--- src/rtl/data_path_pkg.sv ---
// Shared widths, ALU opcode encoding and register-slot indices for the Mini SRC datapath.
package data_path_pkg;

    localparam int WORD_W = 32;
    localparam int Z_W    = 64;

    typedef enum logic [4:0] {
        OP_ADD  = 5'd0,
        OP_SUB  = 5'd1,
        OP_AND  = 5'd2,
        OP_OR   = 5'd3,
        OP_NOT  = 5'd4,
        OP_MUL  = 5'd5,
        OP_DIV  = 5'd6,
        OP_ROL  = 5'd7,
        OP_ROR  = 5'd8,
        OP_SHR  = 5'd9,
        OP_SHRA = 5'd10,
        OP_SHL  = 5'd11,
        OP_NEG  = 5'd12
    } alu_op_e;

    // Z is kept as two 32-bit slots so every register shares one implementation.
    localparam int IDX_R1  = 0;
    localparam int IDX_R2  = 1;
    localparam int IDX_R3  = 2;
    localparam int IDX_R4  = 3;
    localparam int IDX_R5  = 4;
    localparam int IDX_PC  = 5;
    localparam int IDX_IR  = 6;
    localparam int IDX_MAR = 7;
    localparam int IDX_MDR = 8;
    localparam int IDX_Y   = 9;
    localparam int IDX_HI  = 10;
    localparam int IDX_LO  = 11;
    localparam int IDX_ZLO = 12;
    localparam int IDX_ZHI = 13;
    localparam int NUM_REGS = 14;

endpackage

--- src/rtl/data_path_alu.sv ---
// Combinational ALU: A comes from Y, B from the bus; the 64-bit result feeds only Z.
module data_path_alu
    import data_path_pkg::*;
(
    input  logic [WORD_W-1:0] a,
    input  logic [WORD_W-1:0] b,
    input  logic [4:0]        opcode,
    input  logic              e_alu,
    input  logic              inc_pc,
    output logic [Z_W-1:0]    result
);

    alu_op_e                  op;
    logic [4:0]               sh;
    logic signed [Z_W-1:0]    product;
    logic signed [WORD_W-1:0] quotient;
    logic signed [WORD_W-1:0] remainder;
    logic [2*WORD_W-1:0]      rol_w;
    logic [2*WORD_W-1:0]      ror_w;
    logic signed [WORD_W-1:0] shra_w;

    assign op        = alu_op_e'(opcode);
    assign sh        = b[4:0];
    assign product   = $signed({{WORD_W{a[WORD_W-1]}}, a}) * $signed({{WORD_W{b[WORD_W-1]}}, b});
    assign quotient  = $signed(a) / $signed(b);
    assign remainder = $signed(a) % $signed(b);
    // Rotates shift a doubled copy so the wrapped bits fall into the kept half.
    assign rol_w     = {a, a} << sh;
    assign ror_w     = {a, a} >> sh;
    assign shra_w    = $signed(a) >>> sh;

    always_comb begin
        result = '0;
        if (inc_pc) begin
            result = {{WORD_W{1'b0}}, b + 32'd1};
        end else if (e_alu) begin
            case (op)
                OP_ADD:  result = {{WORD_W{1'b0}}, a + b};
                OP_SUB:  result = {{WORD_W{1'b0}}, a - b};
                OP_AND:  result = {{WORD_W{1'b0}}, a & b};
                OP_OR:   result = {{WORD_W{1'b0}}, a | b};
                OP_NOT:  result = {{WORD_W{1'b0}}, ~b};
                OP_MUL:  result = product;
                OP_DIV: begin
                    if (b == '0) begin
                        result = {a, 32'hFFFF_FFFF};
                    end else begin
                        result = {remainder, quotient};
                    end
                end
                OP_ROL:  result = {{WORD_W{1'b0}}, rol_w[2*WORD_W-1:WORD_W]};
                OP_ROR:  result = {{WORD_W{1'b0}}, ror_w[WORD_W-1:0]};
                OP_SHR:  result = {{WORD_W{1'b0}}, a >> sh};
                OP_SHRA: result = {{WORD_W{1'b0}}, shra_w};
                OP_SHL:  result = {{WORD_W{1'b0}}, a << sh};
                OP_NEG:  result = {{WORD_W{1'b0}}, 32'd0 - b};
                default: result = '0;
            endcase
        end
    end

endmodule

--- src/rtl/data_path.sv ---
// Single-bus Mini SRC datapath: register slice, PC/IR/MAR/MDR/Y/Z/HI/LO and ALU on one shared bus.
module data_path
    import data_path_pkg::*;
(
    input  logic        w_clock,
    input  logic        w_clear,
    input  logic        w_IncPC,
    input  logic        e_R1,
    input  logic        e_R2,
    input  logic        e_R3,
    input  logic        e_R4,
    input  logic        e_R5,
    input  logic        e_MAR,
    input  logic        e_PC,
    input  logic        e_IR,
    input  logic        e_Y,
    input  logic        e_HI,
    input  logic        e_LO,
    input  logic        e_MDR,
    input  logic        e_Z,
    input  logic        s_PC,
    input  logic        s_Zlow,
    input  logic        s_MDR,
    input  logic        s_R2,
    input  logic        s_R3,
    input  logic        s_R4,
    input  logic        s_R5,
    input  logic        w_read,
    input  logic [5:0]  opcode,
    input  logic        e_alu,
    input  logic [31:0] w_Mdatain,
    output logic [31:0] o_bus
);

    logic [WORD_W-1:0]   reg_file_reg [NUM_REGS];
    logic [WORD_W-1:0]   reg_next     [NUM_REGS];
    logic [NUM_REGS-1:0] reg_en;
    logic [WORD_W-1:0]   bus;
    logic [WORD_W-1:0]   mdr_in;
    logic [Z_W-1:0]      alu_result;
    logic                opcode_unused;

    assign opcode_unused = opcode[5];

    always_comb begin
        bus = '0;
        if (s_MDR)       bus = reg_file_reg[IDX_MDR];
        else if (s_Zlow) bus = reg_file_reg[IDX_ZLO];
        else if (s_PC)   bus = reg_file_reg[IDX_PC];
        else if (s_R2)   bus = reg_file_reg[IDX_R2];
        else if (s_R3)   bus = reg_file_reg[IDX_R3];
        else if (s_R4)   bus = reg_file_reg[IDX_R4];
        else if (s_R5)   bus = reg_file_reg[IDX_R5];
    end

    assign o_bus  = bus;
    assign mdr_in = w_read ? w_Mdatain : bus;

    assign reg_en[IDX_R1]  = e_R1;
    assign reg_en[IDX_R2]  = e_R2;
    assign reg_en[IDX_R3]  = e_R3;
    assign reg_en[IDX_R4]  = e_R4;
    assign reg_en[IDX_R5]  = e_R5;
    assign reg_en[IDX_PC]  = e_PC;
    assign reg_en[IDX_IR]  = e_IR;
    assign reg_en[IDX_MAR] = e_MAR;
    assign reg_en[IDX_MDR] = e_MDR;
    assign reg_en[IDX_Y]   = e_Y;
    assign reg_en[IDX_HI]  = e_HI;
    assign reg_en[IDX_LO]  = e_LO;
    assign reg_en[IDX_ZLO] = e_Z;
    assign reg_en[IDX_ZHI] = e_Z;

    // Everything loads from the bus except MDR (mux) and the two Z halves (ALU).
    always_comb begin
        for (int i = 0; i < NUM_REGS; i++) begin
            reg_next[i] = bus;
        end
        reg_next[IDX_MDR] = mdr_in;
        reg_next[IDX_ZLO] = alu_result[WORD_W-1:0];
        reg_next[IDX_ZHI] = alu_result[Z_W-1:WORD_W];
    end

    generate
        for (genvar gi = 0; gi < NUM_REGS; gi++) begin : g_reg
            always_ff @(posedge w_clock) begin
                if (w_clear) begin
                    reg_file_reg[gi] <= '0;
                end else if (reg_en[gi]) begin
                    reg_file_reg[gi] <= reg_next[gi];
                end
            end
        end
    endgenerate

    data_path_alu u_alu (
        .a      (reg_file_reg[IDX_Y]),
        .b      (bus),
        .opcode (opcode[4:0]),
        .e_alu  (e_alu),
        .inc_pc (w_IncPC),
        .result (alu_result)
    );

endmodule

--- config.mk ---
export PLATFORM = sky130hd
export DESIGN_NAME = data_path
export DESIGN_NICKNAME = d
export VERILOG_FILES = /design/src/rtl/data_path_pkg.sv /design/src/rtl/data_path_alu.sv /design/src/rtl/data_path.sv
export SDC_FILE = /design/constraint.sdc
export NUM_CORES = 2
export LEC_CHECK = 0
export ABC_AREA = 1
export CAP_MARGIN = 25
export CELL_PAD_IN_SITES_DETAIL_PLACEMENT = 1
export CELL_PAD_IN_SITES_GLOBAL_PLACEMENT = 1
export CORE_ASPECT_RATIO = 0.7
export CORE_MARGIN = 2
export CORE_UTILIZATION = 48
export DETAILED_ROUTE_END_ITERATION = 7
export GPL_ROUTABILITY_DRIVEN = 0
export MAX_ROUTING_LAYER = met4
export PLACE_DENSITY_LB_ADDON = 0.3
export SLEW_MARGIN = 0
export SYNTH_ARGS = -nofsm -noshare
export SYNTH_HDL_FRONTEND = slang
export SYNTH_SLANG_ARGS = --single-unit
--- constraint.sdc ---
create_clock -name w_clock -period 154.3 [get_ports w_clock]
set_input_delay 30.86 -clock w_clock [delete_from_list [all_inputs] [get_ports w_clock]]
set_output_delay 30.86 -clock w_clock [all_outputs]
set_load 0.05 [all_outputs]
==> results.cfg <==
[run_status]
outcome = finished with violations
violations_in_the_final_reports = design-rule violations

[setup_path]
worst-path-buf-inv = 173
worst-setup-path-type = input pin to register
critical_path_startpoint_category = input pin
worst_ep_required_time_ns = 154.58
critical_path_arrival_ns = 144.07
ff2ff_path_depth = 756
rrSetupSlack_ns = 41.08
critical_path.slowest_cell = o21ai_0
maximum_cell_stage_delay_along_the_critical_path_ns = 0.64
setup.worst_path.end_class = register
crit_path_max_fanout = 45
most_prevalent_standard_cell_on_the_critical_path = nand2_1
cp.depth = 940
critPathTopFamily = compound AO/OA/AOI/OAI gates

[timing]
post-route-min-period_ns = 143.79
clock.fmax_mhz = 6.95
hold_violations = 0
hold-worst-slack_ns = 0.761
worst_slack_ns = 10.51
finalMaxSlewViolations = 0
timing.slew.headroom_pct = 3.27
worst-slew-pin-transition_ns = 1.44
setup_viol = 0
finalCritPeriodShare_pct = 93.2
worst_clock_skew_ns = 0.0475

[floorplan]
core-area_mm2 = 0.140
die_height_um = 318
dieArea_mm2 = 0.144
floorplan.initialDensity_pct = 48.2
floorplan.io_pins = 95
die_width_um = 452
rows = 115

[cts]
holdBufCountCts = 0
htreeDepth = 1
path_clk_slew_ns = 0.07
tritoncts = done
cts_made_buffers = 27
clock_sinks = 256
worst_skew_pair.late_latency_ns = 0.62
cts.path.max_buffers = 3
cts-root-buf = clkbuf_16

[worst_hold_path]
min_path_type = register to register
hold_path_depth = 3

[synth]
synthesis.nets = 11400
synth.area.top_cells = ha_1, nand2_1, fa_1
syn_std_cell_area_mm2 = 0.0674
synth_common_cells = nand2_1, inv_1, nor2_1, ha_1, a21oi_1
asyncSetResetFlopFracSynth_pct = 0
synthDominantAreaCellType = ha_1
post-synth-top-count-cell = nand2_1
netlist.area_leader.share_pct = 14.3
syn-mean-instance-area_um2 = 6.63
synth_flop_cell = edfxtp_1
yosys_register_bits = 256
synth_sequential_area_ratio_pct = 11.4
yosys_warnings = 0
synth_cells = 10200
synth_enable_flop_cells = 256
synthDistinctLibCells = 92

[route]
drt-initial-drc-count = 9403
vias = 74200
drt-vias-per-instance = 6.18
postRouteWirelength_um = 308000
dr.pass1.iters = 8
remaining_drc_errors = 105
wl_per_cell_um = 25.6
drtAntennaViolNets = 0

[cells_and_area]
max_ffs_per_register = 256
finalNonFillerCells = 12000
final_net_count = 11300
layout-area-overhead-vs-synth_pct = 5.49
final_layout_size_suffix_gt1_share_pct = 7.28

[pwr]
total_leakage_power_nw = 37.7
ir_worst_vdd_v = 0.0000174
pwr_dens_mw_per_mm2 = 15.2
power.total_w = 0.00108

[placement]
pre_cts_slack_ns = 6.08
port-buffer-count = 88
hpwl_um = 236000
placed_cells_incl_taps = 11900

[global_routing]
first_pass_grt_wire_length_um = 456000
grt_pass1_vias = 74300
track_usage_pct = 42.6
initial_antenna_violation_count = 23
grt-ovfl-total = 0
grt_start_max_net_pins = 72

[job]
drv_cap = 0
repair_timing:
action | CTS | global route
setup buffers | 0 | 12
setup endpoints to repair | 0 | 32
gates resized for setup | 0 | 55
area by class of cell:
type	instances	area, µm²
inverter	1671	6340
multi-input combinational	7851	51400
clock buffer	31	691
timing repair inverter	3	17.5
sequential	256	7690
timing repair buffer	284	2420
clock inverter	19	199
fill	18800	68900
antenna	34	85.1
tap	1872	2340
kinds of logic (layout without fill, tap and decap cells):
| family | Yosys count | in the layout | synth area share (%) |
|---|---|---|---|
| AO/OA/AOI/OAI | 1812 | 1812 | 15.5 |
| buffers and inverters | 2068 | 2008 | 12.8 |
| adder cells (fa/ha/maj) | 1182 | 1182 | 26.5 |
| XOR/XNOR | 429 | 429 | 5.62 |
| AND/OR/NAND/NOR | 4387 | 4387 | 27.6 |
| other | 0 | 34 | 0 |
| flip-flops | 256 | 256 | 11.4 |
| multiplexers | 41 | 41 | 0.609 |
layer usage:
layer  up-vias  track usage (%)  wire length, µm
met1     36000             55.2           124000
met5         -                -                0
met2      4566             58.2           122000
met3      1089             17.2            45300
li1      32500                -                -
met4         0             17.0            16600
placed cells by master, fill, tap and decap left out, types with 52 or more instances in the layout:
cell type and count:
inv_2 60, a21oi_1 712, o211ai_1 52, fa_1 410, ha_1 772, o21ai_0 513, o21ai_1 123, nor2_1 949
or2_2 129, nand3_1 353, o21bai_1 53, nand2_2 70, xnor2_1 158, xor2_1 266, nor3_1 84, edfxtp_1 256
nand4_1 79, inv_1 1563, buf_4 182, nand2_1 2503, clkdlybuf4s50_1 85
path summary, 6_finish.rpt:
| check | start | endpoint |
|---|---|---|
| setup reg to reg | reg_file_reg[9][2]$_SDFFCE_PN0P_ | reg_file_reg[12][15]$_SDFFCE_PN0P_ |
| hold reg to reg | reg_file_reg[8][17]$_SDFFCE_PN0P_ | reg_file_reg[8][17]$_SDFFCE_PN0P_ |
| hold / removal | reg_file_reg[8][17]$_SDFFCE_PN0P_ | reg_file_reg[8][17]$_SDFFCE_PN0P_ |
| setup / recovery | s_R3 | reg_file_reg[12][15]$_SDFFCE_PN0P_ |
report_power, final:
group / total (W) / switching [W] / internal (W)
combinational: 0.000926 / 0.000609 / 0.000317
sequential: 0.0000844 / 0.00000227 / 0.0000822
clock: 0.0000715 / 0.0000337 / 0.0000378
worst reg2reg max path: cells and delay by family, from the launching register on:
family | cells | cell delay, ns
xor gates and xnor gates | 1 | 0.17
buffers and inverters | 142 | 14.82
DFF | 1 | 0.37
AOI/OAI and AO/OA | 240 | 46.33
adders and majority gates | 32 | 10.01
and+or+nand+nor | 341 | 41.09
through the flow:
stage,area (µm²),setup TNS [ns],utilization (%)
final,71100,0,50.8
after CTS,70700,0,50.5
after global routing,71100,-0.278,50.8
after floorplan,67400,0,-
after detailed placement,69800,0,49.9
after global placement,69800,0,49.8
Power figures use the tool's default switching activity.
